[src/rtl/rom_uart_loader.sv]
// rom_uart_loader: receives a framed program image over an 8N1 UART line, writes it
// word-by-word into the instruction ROM write port, and holds the CPU in reset until
// the image is complete and its checksum verified.
//
// Frame: 0xA5 | N[7:0] | N[15:8] | 4*N payload bytes (little-endian words) | checksum
// where checksum is the 8-bit modular sum of the payload bytes.
//
// Ports:
//   clk        system clock
//   rst        synchronous active-high reset
//   uart_rx    serial input, idle high, asynchronous to clk
//   rom_we     one-cycle ROM write strobe
//   rom_waddr  ROM word address (held after the strobe)
//   rom_wdata  ROM write data (held after the strobe)
//   cpu_hold   1 = keep CPU in reset
//   load_done  image loaded and verified (sticky until rst)
//   load_err   framing, length or checksum error (sticky until rst)
//   word_cnt   words written so far
module rom_uart_loader #(
    parameter int unsigned CLK_FREQ = 50_000_000,
    parameter int unsigned BAUD     = 115200,
    parameter int unsigned ADDR_W   = 12
) (
    input  logic              clk,
    input  logic              rst,
    input  logic              uart_rx,
    output logic              rom_we,
    output logic [ADDR_W-1:0] rom_waddr,
    output logic [31:0]       rom_wdata,
    output logic              cpu_hold,
    output logic              load_done,
    output logic              load_err,
    output logic [15:0]       word_cnt
);

    localparam int unsigned CLKS_PER_BIT = CLK_FREQ / BAUD;
    localparam logic [15:0] BIT_LAST     = 16'(CLKS_PER_BIT - 1);
    localparam logic [15:0] HALF_LAST    = 16'(CLKS_PER_BIT / 2 - 1);
    localparam logic [16:0] CAPACITY     = 17'(2 ** ADDR_W);

    // ------------------------------------------------------------------
    // UART receiver
    // ------------------------------------------------------------------
    typedef enum logic [1:0] {RxIdle, RxStart, RxData, RxStop} rx_state_t;

    rx_state_t   rx_state;
    logic        rx_meta;
    logic        rx_sync;
    logic        rx_prev;
    logic [15:0] clk_cnt;
    logic [2:0]  bit_cnt;
    logic [7:0]  rx_byte;
    logic        byte_valid;
    logic        frame_err;

    always_ff @(posedge clk) begin
        if (rst) begin
            rx_meta    <= 1'b1;
            rx_sync    <= 1'b1;
            rx_prev    <= 1'b1;
            rx_state   <= RxIdle;
            clk_cnt    <= '0;
            bit_cnt    <= '0;
            rx_byte    <= '0;
            byte_valid <= 1'b0;
            frame_err  <= 1'b0;
        end else begin
            rx_meta    <= uart_rx;
            rx_sync    <= rx_meta;
            rx_prev    <= rx_sync;
            byte_valid <= 1'b0;
            frame_err  <= 1'b0;
            case (rx_state)
                RxIdle: begin
                    if (rx_prev && !rx_sync) begin
                        rx_state <= RxStart;
                        clk_cnt  <= '0;
                    end
                end
                RxStart: begin
                    // Re-check the line mid start bit; a short low pulse is a glitch.
                    if (clk_cnt == HALF_LAST) begin
                        clk_cnt  <= '0;
                        bit_cnt  <= '0;
                        rx_state <= rx_sync ? RxIdle : RxData;
                    end else begin
                        clk_cnt <= clk_cnt + 16'd1;
                    end
                end
                RxData: begin
                    if (clk_cnt == BIT_LAST) begin
                        clk_cnt <= '0;
                        rx_byte <= {rx_sync, rx_byte[7:1]};
                        bit_cnt <= bit_cnt + 3'd1;
                        if (bit_cnt == 3'd7) begin
                            rx_state <= RxStop;
                        end
                    end else begin
                        clk_cnt <= clk_cnt + 16'd1;
                    end
                end
                RxStop: begin
                    // Returning to idle mid stop bit lets a back-to-back start edge be seen.
                    if (clk_cnt == BIT_LAST) begin
                        clk_cnt  <= '0;
                        rx_state <= RxIdle;
                        if (rx_sync) begin
                            byte_valid <= 1'b1;
                        end else begin
                            frame_err <= 1'b1;
                        end
                    end else begin
                        clk_cnt <= clk_cnt + 16'd1;
                    end
                end
                default: rx_state <= RxIdle;
            endcase
        end
    end

    // ------------------------------------------------------------------
    // Loader
    // ------------------------------------------------------------------
    typedef enum logic [2:0] {
        StHdr, StLenLo, StLenHi, StData, StCsum, StDone, StErr
    } ld_state_t;

    ld_state_t   ld_state;
    logic [7:0]  len_lo;
    logic [15:0] len;
    logic [1:0]  byte_idx;
    logic [23:0] word_buf;
    logic [7:0]  csum;

    always_ff @(posedge clk) begin
        if (rst) begin
            ld_state  <= StHdr;
            len_lo    <= '0;
            len       <= '0;
            byte_idx  <= '0;
            word_buf  <= '0;
            csum      <= '0;
            rom_we    <= 1'b0;
            rom_waddr <= '0;
            rom_wdata <= '0;
            cpu_hold  <= 1'b1;
            load_done <= 1'b0;
            load_err  <= 1'b0;
            word_cnt  <= '0;
        end else begin
            rom_we <= 1'b0;
            if (rom_we) begin
                word_cnt <= word_cnt + 16'd1;
            end

            if (frame_err && ld_state != StDone && ld_state != StErr) begin
                ld_state <= StErr;
                load_err <= 1'b1;
            end else if (byte_valid) begin
                case (ld_state)
                    StHdr: begin
                        if (rx_byte == 8'hA5) begin
                            ld_state <= StLenLo;
                        end
                    end
                    StLenLo: begin
                        len_lo   <= rx_byte;
                        ld_state <= StLenHi;
                    end
                    StLenHi: begin
                        len <= {rx_byte, len_lo};
                        if ({1'b0, rx_byte, len_lo} > CAPACITY) begin
                            ld_state <= StErr;
                            load_err <= 1'b1;
                        end else if ({rx_byte, len_lo} == 16'd0) begin
                            ld_state <= StCsum;
                        end else begin
                            ld_state <= StData;
                        end
                    end
                    StData: begin
                        csum     <= csum + rx_byte;
                        byte_idx <= byte_idx + 2'd1;
                        if (byte_idx == 2'd3) begin
                            rom_we    <= 1'b1;
                            rom_waddr <= word_cnt[ADDR_W-1:0];
                            rom_wdata <= {rx_byte, word_buf};
                            // word_cnt has not yet counted this word.
                            if (word_cnt + 16'd1 == len) begin
                                ld_state <= StCsum;
                            end
                        end else begin
                            word_buf[{byte_idx, 3'b000} +: 8] <= rx_byte;
                        end
                    end
                    StCsum: begin
                        if (rx_byte == csum) begin
                            ld_state  <= StDone;
                            cpu_hold  <= 1'b0;
                            load_done <= 1'b1;
                        end else begin
                            ld_state <= StErr;
                            load_err <= 1'b1;
                        end
                    end
                    default: ;  // StDone / StErr ignore traffic until reset
                endcase
            end
        end
    end

endmodule

[config.mk]
export PLATFORM = sky130hd
export DESIGN_NAME = rom_uart_loader
export DESIGN_NICKNAME = d
export VERILOG_FILES = /design/src/rtl/rom_uart_loader.sv
export SDC_FILE = /design/constraint.sdc
export NUM_CORES = 1
export LEC_CHECK = 0
export ABC_AREA = 1
export BUFFER_PORTS_ARGS = -buffer_cell sky130_fd_sc_hd__buf_2
export CORE_MARGIN = 5
export CORE_UTILIZATION = 55
export DETAILED_ROUTE_END_ITERATION = 7
export PLACE_DENSITY = 0.81
export SYNTH_ARGS = -nofsm -noshare
export SYNTH_HDL_FRONTEND = slang
export SYNTH_SLANG_ARGS = --single-unit
[constraint.sdc]
create_clock -name clk -period 5.3 [get_ports clk]
set_input_delay 0.265 -clock clk [delete_from_list [all_inputs] [get_ports clk]]
set_output_delay 0.265 -clock clk [all_outputs]
set_load 0.005 [all_outputs]
==> results of run 1 <==
[flip-flops by register name, indices dropped and copies added, names as in the netlist, 2 cells and up, named ones only]
signal / cells
rom_wdata: 32
word_buf: 24
clk_cnt: 16
len: 16
word_cnt: 16
rom_waddr: 12
csum: 8
len_lo: 8
rx_byte: 8
bit_cnt: 3
ld_state: 3
byte_idx: 2
[worst paths after layout]
check                            startpoint            end  slack [ns]  cells after the start
worst max register to register  ld_state[2]  rom_wdata[18]        2.33                     11
worst min-delay path                uart_rx        rx_meta        0.04                      2
worst max-delay path            ld_state[2]  rom_wdata[18]        2.33                     11
worst min register to register      rx_meta        rx_sync        0.41                      1
[final cells by class]
cell class / instances / area [µm²] / share of cell area (%)
inverters: 121 / 455 / 5.56
clock inverters: 11 / 130 / 1.59
clock buffers: 21 / 450 / 5.50
repair buffers: 67 / 338 / 4.12
flip-flops and latches: 159 / 3180 / 38.8
multi-input cells: 674 / 3420 / 41.8
well taps: 172 / 215 / 2.63
[per-layer routing]
layer  global-route usage (%)  up-vias  part of all wire, %
li1                         -     3388                    -
met1                     27.0     3071                   45
met2                     36.5      159                   48
met3                     5.06       32                  4.9
met4                     8.38        0                  2.1
met5                        0        -                    0
[metrics by stage]
stage | power [mW] | cell area, µm² | hold slack, ns | worst slack (ns) | instances
3_5_place_dp | 1.29 | 7620 | 0.395 | 2.35 | 1193
6_report | 2.47 | 8200 | 0.0409 | 2.33 | 1225
3_3_place_gp | 1.29 | 7620 | 0.391 | 2.43 | 1193
5_1_grt | 2.55 | 8200 | 0.0403 | 1.98 | 1225
2_1_floorplan | 1.27 | 7210 | 0.369 | 3.34 | 990
4_1_cts | 2.48 | 8200 | 0.0327 | 2.33 | 1225
[kinds of logic after synthesis]
family | count (synthesis)
DFF | 159
buffers and inverters | 157
xor gates and xnor gates | 8
and+or+nand+nor | 384
AOI/OAI and AO/OA | 263
adders and majority gates | 19
[Yosys cell counts, types with 2 or more instances]
cell and count:
o21ai_0 128, o221ai_1 2, inv_1 117, nor3_1 8, inv_2 2, a221oi_1 2
o211ai_1 3, o311ai_0 3, ha_1 18, nand3b_1 3, a21oi_1 99, nor4_1 4
nand2_4 2, dfxtp_1 159, nand3_1 54, nand2_1 165, nor2_1 119, or2_2 5
nand4_1 13, buf_2 4, xnor2_1 4, o211a_1 17, clkbuf_1 30, xor2_1 4
a31oi_1 2, or3_1 8
[power by group]
part           internal [mW]  leakage (nW)  switching (mW)  total (mW)
sequential              1.20          1.28         0.00441        1.20
clock                  0.711         0.271           0.500        1.21
combinational         0.0135          2.26          0.0474      0.0609
[worst max-delay path, delay by kind of cell (launching register included)]
family	cells	cell delay (ns)
compound gates	1	0.17
buf+inv	4	0.75
simple gates	6	1.52
flops	1	0.43
==> results.py, run 1 <==
metrics = {
    "drt": {
        "route.detailed.drc": 0,
        "totalWireLength_mm": 16.8,
        "wl_per_cell_um": 13.7,
        "first_pass_iters": 5,
        "antenna_left": 0,
        "drt-initial-drc-count": 485,
        "vias": 6650,
        "viasPerCell": 5.43,
    },
    "global_routing": {
        "grt_pass1_vias": 6034,
        "grt_overflow": 0,
        "grt_pass1_wl_mm": 28.5,
        "grt_usage_pct": 21.7,
        "antenna_found_initial": 0,
        "grt_max_degree": 74,
    },
    "sta": {
        "fin_skew_ns": 0.00832,
        "tightest_slew_ns": 1.16,
        "setup_tns_ns": 0,
        "rsz0062_at_grt": "false",
        "setup_viol": 0,
        "slew_headroom_pct": 22.4,
        "clock.fmax_mhz": 336,
        "fin_crit_sh_pct": 56.1,
        "maxSlewViolCount": 0,
        "hold_violations": 0,
        "layout_min_cycle_time_ns": 2.97,
    },
    "worst_setup_path": {
        "startpoint_type": "flip-flop",
        "cp_common_cell": "nor2_1",
        "arrival_ns": 3.29,
        "slowest_stage": "nor2_4",
        "cp-end-kind": "flip-flop",
        "critPathMaxStageDelay_ns": 0.90,
        "path_cells": "inv_2 -> nor2_1 -> inv_1 -> o21ai_2 -> nand2_1 -> clkinv_2 -> nand2_4 -> nor2_4 -> inv_2 -> nor2_1 -> nor2_1",
        "crit_required_ns": 5.62,
        "critPathMaxFanout": 63,
        "path_class": "reg2reg",
    },
    "synthesis": {
        "syn_area_per_cell_um2": 7.28,
        "synth_top_family_by_area": "simple AND/OR/NAND/NOR gates",
        "synthTopCellsByArea": "dfxtp_1 44%, o21ai_0 8.9%, nand2_1 8.6%",
        "synth-xor-area-share_pct": 0.972,
        "synth_seq_cells": 159,
        "synth_edf_count": 0,
        "synth_top_area_cell": "dfxtp_1",
        "yosysWarnings": 0,
        "post_synth_and_or_nand_nor_area_fraction_pct": 22.9,
        "synth_top_area_share_pct": 44.1,
        "synth_compound_area_share_pct": 20.3,
        "synth_ff_type": "dfxtp_1",
        "synthAdderAreaFrac_pct": 3.40,
        "netlist_area_mm2": 0.00721,
        "synthCells": 990,
        "synth_nets": 1012,
        "async_reset_ff_share_pct": 0,
        "ys_types": 41,
        "muxShareOfSynthArea_pct": 0,
        "yosysSeqAreaShare_pct": 44.1,
    },
    "cts": {
        "cts_buffers": 17,
        "cts.sinks": 159,
        "postCtsResizedCells": 0,
        "cts-hold-fix-buffers": 0,
        "path_clk_slew_ns": 0.06,
        "cts_tree": "yes",
        "cts_max_level": 4,
        "cts_max_path_buffers": 2,
        "cts_root_buf": "clkbuf_16",
        "cts_setup_buffers": 0,
        "clk_latency_ns": 0.42,
    },
    "die": {
        "rows": 41,
        "dieWidth_um": 125,
        "dieHeight_um": 125,
        "die-area_mm2": 0.0155,
        "core_area_mm2": 0.0127,
        "start_util_pct": 56.7,
        "io_pins": 67,
    },
    "cells_and_area": {
        "fin_util_pct": 64.4,
        "layout.nets": 1062,
        "layout_common_cells": "165 x nand2_1, 159 x dfxtp_1, 128 x o21ai_0",
        "fillCellCount": 1149,
        "final_common_cell": "nand2_1",
        "diodes": 0,
        "synthToLayoutAreaGrowth_pct": 13.7,
        "drive_above_1_share_pct": 10.5,
    },
    "flow_run": {
        "max_cap_viol_count": 0,
    },
    "hold_path": {
        "min_path_type": "in2reg",
    },
    "power": {
        "p_leak_nw": 3.81,
        "max-vdd-ir-drop_mv": 0.225,
        "p_per_area_mw_per_mm2": 302,
    },
    "place": {
        "place.gp.congestion": 0.946,
        "port_buffers": 66,
        "hpwl_mm": 11.6,
    },
    "status": {
        "status": "complete, no violations",
    },
}
(Power assumes the default switching activity.)
==> run 2, diff against run 1 <==
==> constraint.sdc (replaced) <==
create_clock -name clk -period 2.9 [get_ports clk]
set_input_delay 0.145 -clock clk [delete_from_list [all_inputs] [get_ports clk]]
set_output_delay 0.145 -clock clk [all_outputs]
set_load 0.005 [all_outputs]
==> results.py, run 2 (synthesis results as in run 1) <==
metrics = {
    "sta": {
        "clock.fmax_mhz": 433,
        "tightest_slew_ns": 0.799,
        "maxSlewViolCount": 0,
        "slew_headroom_pct": 46.6,
        "hold_violations": 0,
        "fin_crit_sh_pct": 79.7,
        "layout_min_cycle_time_ns": 2.31,
        "setup_viol": 0,
        "fin_skew_ns": 0.00610,
        "rsz0062_at_grt": "false",
        "setup_tns_ns": 0,
    },
    "place": {
        "place.gp.congestion": 0.944,
        "port_buffers": 66,
        "hpwl_mm": 11.7,
        "place_area_mm2": 0.00766,
    },
    "cts": {
        "path_clk_slew_ns": 0.06,
        "cts_max_level": 4,
        "cts_buffers": 17,
        "cts_root_buf": "clkbuf_16",
        "cts-hold-fix-buffers": 1,
        "cts.sinks": 159,
        "cts_setup_buffers": 0,
        "postCtsResizedCells": 0,
        "cts_max_path_buffers": 2,
        "cts_tree": "yes",
        "clk_latency_ns": 0.43,
    },
    "power": {
        "p_leak_nw": 3.86,
        "p_per_area_mw_per_mm2": 545,
        "max-vdd-ir-drop_mv": 0.432,
        "finalPower_mw": 4.49,
    },
    "worst_setup_path": {
        "critPathMaxFanout": 7,
        "cp_common_cell": "nand2_1",
        "cp_num_cells": 16,
        "path_cells": "ha_1 -> nand2_1 -> nor2_1 -> nand2_1 -> inv_1 -> nand2_1 -> nand2_1 -> nand3_1 -> nand2_1 -> nand2_1 -> nor2_1 -> nand3_1 -> nand2_1 -> nand2_1 -> nor2_1 -> nor2_1",
        "r2r_cells": 16,
        "arrival_ns": 2.63,
        "crit_family": "simple AND/OR/NAND/NOR gates",
        "startpoint_type": "flip-flop",
        "slowest_stage": "dfxtp_1",
        "crit_required_ns": 3.22,
        "critPathMaxStageDelay_ns": 0.47,
        "path_class": "reg2reg",
        "worst-path-buf-inv": 1,
        "cp-end-kind": "flip-flop",
    },
    "drt": {
        "route.detailed.drc": 0,
        "wl_per_cell_um": 13.9,
        "viasPerCell": 5.45,
        "first_pass_iters": 5,
        "totalWireLength_mm": 17.0,
        "vias": 6702,
        "antenna_left": 0,
        "drt-initial-drc-count": 734,
    },
    "die": {
        "rows": 41,
        "start_util_pct": 56.7,
        "dieHeight_um": 125,
        "core_area_mm2": 0.0127,
        "io_pins": 67,
        "die-area_mm2": 0.0155,
        "dieWidth_um": 125,
    },
    "global_routing": {
        "grt_overflow": 0,
        "antenna_found_initial": 0,
        "grt_max_degree": 97,
        "grt_pass1_vias": 6209,
        "grt_pass1_wl_mm": 28.9,
        "grt_usage_pct": 22.2,
    },
    "cells_and_area": {
        "fillCellCount": 1146,
        "drive_above_1_share_pct": 11.1,
        "reg.largest.list": "rom_wdata x32, word_buf x24",
        "top_register": "rom_wdata",
        "final_common_cell": "nand2_1",
        "ff_latch_area_mm2": 0.00318,
        "layout.nets": 1067,
        "diodes": 0,
        "largest_reg_flops": 32,
        "multi_input_area_mm2": 0.00342,
        "synthToLayoutAreaGrowth_pct": 14.4,
        "layout_common_cells": "165 x nand2_1, 159 x dfxtp_1, 128 x o21ai_0",
        "final_area_mm2": 0.00825,
    },
    "hold_path": {
        "min_path_type": "in2reg",
        "min_delay_path_depth": 4,
    },
    "flow_run": {
        "max_cap_viol_count": 0,
    },
    "status": {
        "status": "complete, no violations",
    },
}
[run 2: changes by cell type in the layout (fill, tap and decap cells not counted), moves of 2 or more]
cell	change
clkinv_4	+2
clkbuf_1	-3
clkinvlp_4	-4
inv_8	+2
buf_4	+3
[run 2: metal layers]
metal	global-route usage [%]	wire, µm
met1	27.5	7490
met2	36.5	8230
met3	5.02	844
met4	10.5	465
met5	0	0
[run 2: path summary, 6_finish.rpt]
path / from / slack, ns / endpoint
worst min register to register: rx_meta / 0.41 / rx_sync
worst max register to register: word_cnt[0] / 0.59 / ld_state[0]
worst min-delay path: rst / 0.21 / cpu_hold
worst max-delay path: word_cnt[0] / 0.59 / ld_state[0]
[run 2: cell type report]
type / instances / share of cell area [%]
multi-input combinational: 674 / 41.5
sequential: 159 / 38.6
inverter: 121 / 5.52
clock buffer: 19 / 5.49
timing repair buffer: 72 / 4.73
tap: 172 / 2.61
clock inverter: 12 / 1.50
[run 2: tightest hold or removal path, stage by stage]
cell and delay, ns:
buf_2 0.12, inv_2 0.06, buf_4 0.20, nand2_1 0.08
[run 2: metrics by stage]
stage / instances / utilization, % / hold WS, ns / setup slack, ns
final: 1229 / 64.8 / 0.213 / 0.590
after global routing: 1229 / 64.8 / 0.221 / 0.289
after CTS: 1229 / 64.8 / 0.205 / 0.623
after detailed placement: 1197 / 60.2 / 0.355 / 0.644
after global placement: 1197 / 60.2 / 0.354 / 0.717
after floorplan: 990 / - / 0.249 / 0.939
[run 2: report_power, final]
group	total (mW)	switching [mW]	internal, mW
registers	2.20	0.00819	2.19
clock network	2.18	0.932	1.25
logic	0.117	0.0886	0.0289
total	4.49	1.03	3.47
==> run 3, diff against run 2 <==
--- a/config.mk
+++ b/config.mk
@@ -8,7 +8,7 @@
 export ABC_AREA = 1
 export BUFFER_PORTS_ARGS = -buffer_cell sky130_fd_sc_hd__buf_2
 export CORE_MARGIN = 5
-export CORE_UTILIZATION = 55
+export CORE_UTILIZATION = 53
 export DETAILED_ROUTE_END_ITERATION = 7
 export PLACE_DENSITY = 0.81
 export SYNTH_ARGS = -nofsm -noshare
==> constraint.sdc (replaced) <==
create_clock -name clk -period 2 [get_ports clk]
set_input_delay 0.1 -clock clk [delete_from_list [all_inputs] [get_ports clk]]
set_output_delay 0.1 -clock clk [all_outputs]
set_load 0.005 [all_outputs]
==> results.py, run 3 (synthesis results as in run 1) <==
metrics = {
    "drt": {
        "viasPerCell": 5.43,
        "wl_per_cell_um": 14.4,
        "drt-initial-drc-count": 661,
        "route.detailed.drc": 0,
        "totalWireLength_mm": 18.5,
        "first_pass_iters": 8,
        "vias": 6950,
        "antenna_left": 0,
    },
    "die": {
        "die-area_mm2": 0.0160,
        "start_util_pct": 54.2,
        "dieWidth_um": 127,
        "core_area_mm2": 0.0133,
        "rows": 42,
        "io_pins": 67,
        "dieHeight_um": 127,
    },
    "power": {
        "max-vdd-ir-drop_mv": 0.631,
        "p_per_area_mw_per_mm2": 739,
        "p_leak_nw": 4.10,
    },
    "sta": {
        "clock.fmax_mhz": 520,
        "setup_viol": 0,
        "hold-worst-slack_ns": 0.158,
        "hold_violations": 0,
        "tightest_slew_ns": 0.480,
        "maxSlewViolCount": 0,
        "rsz0062_at_grt": "true",
        "fin_crit_sh_pct": 96.2,
        "fin_skew_ns": 0.00579,
        "layout_min_cycle_time_ns": 1.92,
        "setup_tns_ns": 0,
        "slew_headroom_pct": 67.7,
    },
    "cells_and_area": {
        "reg.largest.list": "rom_wdata x32, word_buf x24",
        "top_register": "rom_wdata",
        "final_common_cell": "nand2_1",
        "diodes": 0,
        "fillCellCount": 1022,
        "synthToLayoutAreaGrowth_pct": 23.7,
        "largest_reg_flops": 32,
        "layout_common_cells": "151 x nand2_1, 148 x dfxtp_1, 124 x o21ai_0",
        "drive_above_1_share_pct": 20.5,
        "layout.nets": 1114,
    },
    "cts": {
        "clk_latency_ns": 0.42,
        "cts_max_level": 4,
        "cts.sinks": 159,
        "cts_root_buf": "clkbuf_16",
        "cts_buffers": 17,
        "cts_tree": "yes",
        "cts_max_path_buffers": 2,
        "path_clk_slew_ns": 0.07,
    },
    "worst_setup_path": {
        "cp_common_cell": "nand2_2",
        "critPathMaxStageDelay_ns": 0.36,
        "cp-end-kind": "flip-flop",
        "crit_family": "simple AND/OR/NAND/NOR gates",
        "arrival_ns": 2.21,
        "path_class": "reg2reg",
        "slowest_stage": "dfxtp_2",
        "worst-path-buf-inv": 1,
        "crit_required_ns": 2.29,
        "path_cells": "buf_6 -> nand2_2 -> nor2_2 -> nand2_2 -> nand2_2 -> nand2_2 -> nand2_1 -> nand2_1 -> nor2_1 -> nand2_1 -> nor2_2 -> nand3_2 -> nand2_2 -> nand2_2 -> nand2_1 -> a21oi_1",
        "critPathMaxFanout": 4,
        "startpoint_type": "flip-flop",
    },
    "place": {
        "place.gp.congestion": 0.890,
        "port_buffers": 66,
        "hpwl_mm": 12.2,
    },
    "global_routing": {
        "grt_pass1_wl_mm": 30.6,
        "grt_max_degree": 63,
        "grt_usage_pct": 22.8,
        "grt_overflow": 0,
        "grt_pass1_vias": 6576,
        "antenna_found_initial": 0,
    },
    "hold_path": {
        "min_path_type": "in2reg",
    },
    "flow_run": {
        "max_cap_viol_count": 0,
    },
    "status": {
        "status": "complete, no violations",
    },
}
## run 3: cell count changes in the layout (fill, tap and decap cells not counted), moves of 4 or more
cell     delta
buf_4      +39
nor2_1     -18
nand2_1    -14
nand2_2    +14
nor2_2     +14
dfxtp_1    -11
dfxtp_2     +9
nand3_1     -6
buf_6       +4
nand3_2     +4
nor2_4      +4
o21ai_0     -4
## run 3: final timing paths
kind	startpoint	endpoint	slack [ns]	cells past startpoint
max	word_cnt[1]	ld_state[1]	0.08	16
min	rst	rx_prev	0.16	3
max reg2reg	word_cnt[1]	ld_state[1]	0.08	16
min reg2reg	rx_meta	rx_sync	0.42	1
## run 3: stage by stage
| stage | setup slack (ns) | std cells | instance area [µm²] | utilization, % | power, mW |
|---|---|---|---|---|---|
| finish | 0.0751 | 1281 | 8920 | 67.1 | 6.59 |
| global route | -0.0879 | 1281 | 8920 | 67.1 | 6.79 |
| CTS | 0.00315 | 1268 | 8560 | 64.4 | 6.62 |
| detailed placement | -0.0156 | 1235 | 7960 | 59.8 | 3.44 |
| global placement | 0.0808 | 1235 | 7960 | 59.8 | 3.44 |
| floorplan | 0.0391 | 990 | 7210 | - | 3.38 |
## run 3: timing repair
item,4_1_cts,5_1_grt
hold buffers,1,0
pin swaps,0,22
hold endpoints to repair,1,0
setup endpoints to repair,4,81
resized for setup,3,80
cloned,0,1
buffers inserted,0,12
## run 3: cell type report
class | instances | area [µm²] | share of cell area (%)
well taps | 176 | 220 | 2.47
inverters | 121 | 463 | 5.19
multi-input cells | 674 | 3630 | 40.7
clock inverters | 14 | 150 | 1.68
repair buffers | 119 | 813 | 9.12
clock buffers | 18 | 439 | 4.92
flip-flops and latches | 159 | 3200 | 35.9
## run 3: routing by layer
metal | vias up | share of wire (%) | track usage [%]
met3 | 49 | 5.4 | 4.41
met4 | 0 | 2.7 | 9.65
li1 | 3505 | - | -
met1 | 3163 | 43 | 28.9
met5 | - | 0 | 0
met2 | 233 | 49 | 37.9
## run 3: worst reg2reg max path: stages (launching register included)
cell     delay, ns
dfxtp_2       0.36
buf_6         0.12
nand2_2       0.05
nor2_2        0.16
nand2_2       0.12
nand2_2       0.10
nand2_2       0.07
nand2_1       0.06
nand2_1       0.05
nor2_1        0.11
nand2_1       0.07
nor2_2        0.14
nand3_2       0.10
nand2_2       0.09
nand2_2       0.07
nand2_1       0.06
a21oi_1       0.06
## run 3: power breakdown
part | internal, mW | switching (mW) | total (mW) | leakage, nW
clock network | 1.79 | 1.42 | 3.21 | 0.290
registers | 3.17 | 0.0129 | 3.19 | 1.29
logic | 0.0589 | 0.134 | 0.193 | 2.52
